$ cat config.mk
export PLATFORM = sky130hd
export DESIGN_NAME = sync_fifo_param_flat
export DESIGN_NICKNAME = d
export VERILOG_FILES = /design/src/rtl/sync_fifo_param_if.sv /design/src/rtl/sync_fifo_param.sv /design/src/flat_wrapper.sv
export SDC_FILE = /design/constraint.sdc
export NUM_CORES = 2
export LEC_CHECK = 0
export ABC_AREA = 1
export BUFFER_PORTS_ARGS = -buffer_cell sky130_fd_sc_hd__buf_4
export CAP_MARGIN = 20
export CELL_PAD_IN_SITES_DETAIL_PLACEMENT = 0
export CELL_PAD_IN_SITES_GLOBAL_PLACEMENT = 1
export CORE_UTILIZATION = 52
export CTS_BUF_LIST = sky130_fd_sc_hd__clkbuf_16
export DETAILED_ROUTE_END_ITERATION = 10
export PLACE_DENSITY_LB_ADDON = 0.1
export SLEW_MARGIN = 25
export SYNTH_ARGS = -nofsm -noshare
export SYNTH_HDL_FRONTEND = slang
export SYNTH_SLANG_ARGS = --single-unit
$ cat constraint.sdc
create_clock -name clk -period 3.1 [get_ports clk]
set_input_delay 0.31 -clock clk [delete_from_list [all_inputs] [get_ports clk]]
set_output_delay 0.31 -clock clk [all_outputs]
set_load 0.05 [all_outputs]
$ cat src/rtl/sync_fifo_param_if.sv
// sync_fifo_param_if
//   Handshake/data bundle between a producer/consumer pair and sync_fifo_param.
//   Parameters : Depth (entries, power of two), Data_Width (word bits)
//   Signals    : wr_en, data_in, rd_en, clr_err      (client -> FIFO)
//                data_out, full, empty, almost_full,
//                almost_empty, count, overflow,
//                underflow                            (FIFO -> client)
//   Modports   : master (client side), slave (FIFO side)
interface sync_fifo_param_if #(
   parameter int Depth      = 256,
   parameter int Data_Width = 8
);
   localparam int Addr_Width = $clog2(Depth);

   logic                  wr_en;
   logic [Data_Width-1:0] data_in;
   logic                  rd_en;
   logic                  clr_err;
   logic [Data_Width-1:0] data_out;
   logic                  full;
   logic                  empty;
   logic                  almost_full;
   logic                  almost_empty;
   logic [Addr_Width:0]   count;
   logic                  overflow;
   logic                  underflow;

   modport master (
      output wr_en, data_in, rd_en, clr_err,
      input  data_out, full, empty, almost_full, almost_empty, count,
             overflow, underflow
   );

   modport slave (
      input  wr_en, data_in, rd_en, clr_err,
      output data_out, full, empty, almost_full, almost_empty, count,
             overflow, underflow
   );
endinterface

$ cat src/rtl/sync_fifo_param.sv
// sync_fifo_param
//   Single-clock FIFO with occupancy count, programmable almost-full /
//   almost-empty thresholds and sticky overflow / underflow flags.
//   Ports:
//     clk  - clock, rising edge
//     rst  - asynchronous active-high reset (pointers, count, flags, data_out)
//     bus  - sync_fifo_param_if.slave (write/read handshake, data, status)
//   Build option:
//     SYNC_FIFO_FWFT_EN - first-word-fall-through: data_out shows mem[rd_ptr]
//                         combinationally and rd_en pops the shown word.
//                         Undefined: data_out is registered on each accepted
//                         read (1-cycle latency) and holds between reads.
module sync_fifo_param #(
   parameter int Depth      = 256,
   parameter int Data_Width = 8,
   parameter int Addr_Width = $clog2(Depth),
   parameter int AF_Level   = Depth - 4,
   parameter int AE_Level   = 4
) (
   input logic              clk,
   input logic              rst,
   sync_fifo_param_if.slave bus
);

   localparam logic [Addr_Width:0] FULL_CNT = (Addr_Width+1)'(Depth);
   localparam logic [Addr_Width:0] AF_CNT   = (Addr_Width+1)'(AF_Level);
   localparam logic [Addr_Width:0] AE_CNT   = (Addr_Width+1)'(AE_Level);

   logic [Data_Width-1:0] mem [Depth];
   logic [Addr_Width-1:0] wr_ptr;
   logic [Addr_Width-1:0] rd_ptr;
   logic [Addr_Width:0]   count;
   logic                  wr_acc;
   logic                  rd_acc;

   // Flags come from the count register only, so a same-cycle read never
   // frees room for a write while full.
   assign bus.count        = count;
   assign bus.full         = (count == FULL_CNT);
   assign bus.empty        = (count == '0);
   assign bus.almost_full  = (count >= AF_CNT);
   assign bus.almost_empty = (count <= AE_CNT);

   assign wr_acc = bus.wr_en & ~bus.full;
   assign rd_acc = bus.rd_en & ~bus.empty;

   // Storage has no reset.
   always_ff @(posedge clk) begin
      if (wr_acc) mem[wr_ptr] <= bus.data_in;
   end

   always_ff @(posedge clk or posedge rst) begin
      if (rst) begin
         wr_ptr <= '0;
         rd_ptr <= '0;
         count  <= '0;
      end else begin
         if (wr_acc) wr_ptr <= wr_ptr + 1'b1;
         if (rd_acc) rd_ptr <= rd_ptr + 1'b1;
         case ({wr_acc, rd_acc})
            2'b10:   count <= count + 1'b1;
            2'b01:   count <= count - 1'b1;
            default: count <= count;
         endcase
      end
   end

   // Sticky errors: a new event in the same cycle as clr_err wins.
   always_ff @(posedge clk or posedge rst) begin
      if (rst) begin
         bus.overflow  <= 1'b0;
         bus.underflow <= 1'b0;
      end else begin
         bus.overflow  <= (bus.wr_en & bus.full)  | (bus.overflow  & ~bus.clr_err);
         bus.underflow <= (bus.rd_en & bus.empty) | (bus.underflow & ~bus.clr_err);
      end
   end

`ifdef SYNC_FIFO_FWFT_EN
   assign bus.data_out = mem[rd_ptr];
`else
   logic [Data_Width-1:0] dout_q;

   always_ff @(posedge clk or posedge rst) begin
      if (rst)         dout_q <= '0;
      else if (rd_acc) dout_q <= mem[rd_ptr];
   end

   assign bus.data_out = dout_q;
`endif

endmodule

$ cat src/flat_wrapper.sv
// flat-port wrapper written by rule: the top's interface ports become plain ports
module sync_fifo_param_flat 
#(
   parameter int Depth      = 256,
   parameter int Data_Width = 8,
   parameter int Addr_Width = $clog2(Depth),
   parameter int AF_Level   = Depth - 4,
   parameter int AE_Level   = 4
)
  (clk, rst, bus_wr_en, bus_data_in, bus_rd_en, bus_clr_err, bus_data_out, bus_full, bus_empty, bus_almost_full, bus_almost_empty, bus_count, bus_overflow, bus_underflow);
  sync_fifo_param_if #(.Depth(Depth), .Data_Width(Data_Width)) bus_i ();
  input logic clk;
  input logic rst;
  input wire logic [$bits(bus_i.wr_en)-1:0] bus_wr_en;
  input wire logic [$bits(bus_i.data_in)-1:0] bus_data_in;
  input wire logic [$bits(bus_i.rd_en)-1:0] bus_rd_en;
  input wire logic [$bits(bus_i.clr_err)-1:0] bus_clr_err;
  output wire logic [$bits(bus_i.data_out)-1:0] bus_data_out;
  output wire logic [$bits(bus_i.full)-1:0] bus_full;
  output wire logic [$bits(bus_i.empty)-1:0] bus_empty;
  output wire logic [$bits(bus_i.almost_full)-1:0] bus_almost_full;
  output wire logic [$bits(bus_i.almost_empty)-1:0] bus_almost_empty;
  output wire logic [$bits(bus_i.count)-1:0] bus_count;
  output wire logic [$bits(bus_i.overflow)-1:0] bus_overflow;
  output wire logic [$bits(bus_i.underflow)-1:0] bus_underflow;
  assign bus_i.wr_en = bus_wr_en;
  assign bus_i.data_in = bus_data_in;
  assign bus_i.rd_en = bus_rd_en;
  assign bus_i.clr_err = bus_clr_err;
  assign bus_data_out = bus_i.data_out;
  assign bus_full = bus_i.full;
  assign bus_empty = bus_i.empty;
  assign bus_almost_full = bus_i.almost_full;
  assign bus_almost_empty = bus_i.almost_empty;
  assign bus_count = bus_i.count;
  assign bus_overflow = bus_i.overflow;
  assign bus_underflow = bus_i.underflow;
  sync_fifo_param #(.Depth(Depth), .Data_Width(Data_Width), .Addr_Width(Addr_Width), .AF_Level(AF_Level), .AE_Level(AE_Level)) u_core (.clk(clk), .rst(rst), .bus(bus_i));
endmodule
==> results.json <==
{
  "status": "completed",
  "setup_tns_ps": 0,
  "grt_max_degree": 130,
  "fmax_mhz": 338,
  "fin_ws_ps": 138,
  "nNetsFinal": 8081,
  "synthesis.nets": 7949,
  "power_switching_share_pct": 38.8,
  "path_max_fanout": 17,
  "hold_class": "in -> reg",
  "drv_slew": 0,
  "critical_path_class": "reg -> reg",
  "fin_skew_ps": 31.9,
  "p_switching_mw": 34.8,
  "max-cap-violations": 0,
  "track_usage_pct": 28.7,
  "yosys_warnings": 0,
  "p_leak_nw": 36.9,
  "die_area_um2": 170000,
  "dpl.hpwl_um": 146000,
  "drc": 0,
  "grt_pass1_vias": 55080,
  "ys_seq_area_share_pct": 71.4,
  "post-route-util_pct": 58.9,
  "drtAntennaViolNets": 0,
  "syn2layout_area_growth_pct": 12.5,
  "synth.most_common_cell": "edfxtp_1",
  "synth.avg_cell_area_um2": 11.0,
  "finalHoldViolations": 0,
  "cts_root_buffer": "clkbuf_16",
  "num_rows": 150,
  "synthArstFlopShare_pct": 1.68,
  "fillers": 13732,
  "grt_overflow": 0,
  "grt_pass1_wl_um": 359000,
  "clk_path_buf_depth": 3,
  "crit_required_ps": 3900,
  "portBuffers": 35,
  "synth_area_leader_cell": "edfxtp_1",
  "critPathArrivalTime_ps": 3760,
  "synth_edf_count": 2048,
  "max-slew-margin-rel_pct": 28.5,
  "routedWlPerCell_um": 23.3,
  "startpoint_type": "register",
  "dr_total_vias": 57768,
  "post-route-min-period_ps": 2960,
  "dieWidth_um": 412,
  "synth_cell_type_count": 33,
  "synthTopCellsByCount": "edfxtp_1 (2048), nand2_1 (2030), nor2_1 (1328)",
  "syn_inst": 7922,
  "seqPwrFrac_pct": 35.7,
  "clkPwrFrac_pct": 27.8,
  "end_kind": "register",
  "coreArea_um2": 167000,
  "clock_sinks": 2083,
  "first_pass_iters": 5,
  "setup_viol": 0,
  "worstMarginPinSlew_ps": 1070,
  "start_util_pct": 52.3,
  "pre_cts_slack_ps": -68.5,
  "power.density_nw_per_um2": 912,
  "ios": 36,
  "synth_area_um2": 87400,
  "drtIter0Drc": 6004,
  "clk_latency_ps": 860,
  "cts_tree": "done",
  "ir_drop_v": 0.000991,
  "synth_seq_cells": 2083,
  "fin_cells": 10427,
  "synth.area.top_cells": "edfxtp_1 (70%), nand2_1 (8.7%), nor2_1 (5.7%)",
  "placed_cells_incl_taps": 10032,
  "place.gp.congestion": 0.875,
  "comb_power_share_pct": 36.5,
  "synthFlopType": "edfxtp_1",
  "vias_per_cell": 5.54,
  "drive_gt1_share_pct": 8.42,
  "path_clk_slew_ps": 60,
  "synth_top_cell_area_share_pct": 70.4,
  "period_share_pct": 95.5,
  "htree_levels": 4,
  "cts_buffers": 212,
  "internal-power_mw": 54.9,
  "antenna_found_initial": 7,
  "postRouteWirelength_um": 243000,
  "fin_hold_ws_ps": 43.8,
  "die_h_um": 412
}
-- worst max-delay path, stage by stage (launching register included) --
cell and delay (ps):
dfrtp_4 530, nor2_4 250, inv_1 520, a21oi_1 400, nor2_1 130, nand2_1 220
nand3_1 270, nand3_1 170, nand3_1 180, nand2_1 110, nand2_1 50, nand2_1 60
-- cell usage in the layout, fill, tap and decap left out, types with 4 or more instances in the layout --
cell type / count
a21oi_1: 107
nand2_1: 2030
nand3_2: 4
buf_4: 304
o21ai_1: 212
clkinv_8: 4
buf_8: 8
clkinv_2: 30
dfrtp_2: 6
edfxtp_1: 2048
xor2_1: 14
clkinvlp_4: 4
nor2_1: 1325
nand4_1: 14
clkbuf_16: 220
clkinv_1: 68
dfrtp_1: 26
nand3_1: 589
inv_1: 529
dlygate4sd3_1: 11
o21ai_0: 420
ha_1: 12
buf_12: 61
nor3_1: 5
a31oi_1: 5
bufinv_16: 19
o211ai_1: 107
or2_2: 6
-- power by group through the flow --
stage	clock, mW	sequential [mW]	combinational, mW
CTS	25.2	31.9	32.7
floorplan	0	32.6	19.8
detailed placement	0	32.5	32.5
global route	26.2	32.0	35.7
finish	24.9	32.0	32.8
global placement	0	32.5	32.4
-- per-stage QoR --
stage,power [mW],cell area (um^2)
after floorplan,52.4,87400
after global placement,64.9,91400
after detailed placement,65.1,91400
after CTS,89.9,98300
after global routing,93.9,98300
final,89.7,98300
-- kinds of logic after synthesis --
kind of cell             count (synthesis)  synth area share [%]
AND/OR/NAND/NOR                       3981                  18.0
buffers and inverters                  972                  5.00
flip-flops                            2083                  71.4
adder cells (fa/ha/maj)                 14                 0.209
AO/OA/AOI/OAI                          857                  5.23
XOR/XNOR                                15                 0.150
-- registers in the layout, summed over array words and instances (netlist names) --
signal and cells:
u_core.mem 2048, u_core.bus.count 9, u_core.bus.data_out 8, u_core.rd_ptr 8
u_core.wr_ptr 8, u_core.bus.overflow 1, u_core.bus.underflow 1
-- final cells by class --
class | count | area, um^2 | area share, %
sequential | 2083 | 62400 | 63.4
timing repair buffer | 386 | 3770 | 3.84
clock inverter | 162 | 1260 | 1.29
tap | 2204 | 2760 | 2.80
clock buffer | 220 | 5510 | 5.60
multi-input combinational | 4867 | 20700 | 21.1
antenna | 1 | 2.50 | 0.00254
inverter | 504 | 1940 | 1.97
-- path summary, 6_finish.rpt --
| path | startpoint | endpoint | slack, ps | cells past startpoint |
|---|---|---|---|---|
| min | bus_data_in[4] | u_core.mem[29][4] | 40 | 1 |
| min reg2reg | u_core.bus.data_out[0] | u_core.bus.data_out[0] | 500 | 2 |
| max in group asynchronous | rst | u_core.rd_ptr[2] | 2110 | 3 |
| max reg2reg | u_core.rd_ptr[2] | u_core.bus.data_out[3] | 140 | 11 |
| min in group asynchronous | rst | u_core.bus.underflow | 220 | 3 |
| max | u_core.rd_ptr[2] | u_core.bus.data_out[3] | 140 | 11 |
-- metal layers --
metal  track usage [%]  up-vias  share of wire [%]
li1                  -    27048                  -
met1              41.4    28277                 43
met2              44.8     2071                 46
met3              4.62      370                7.7
met4              8.91        2                2.9
met5                 0        -             0.0062
-- repair_timing --
item / 4_1_cts / 5_1_grt
endpoints found under the setup margin: 1 / 6
resized for setup: 1 / 15
pin swaps: 0 / 4
hold buffers: 11 / 0
hold endpoints to repair: 272 / 0
buffers inserted: 0 / 1
Power figures use the tool's default switching activity.
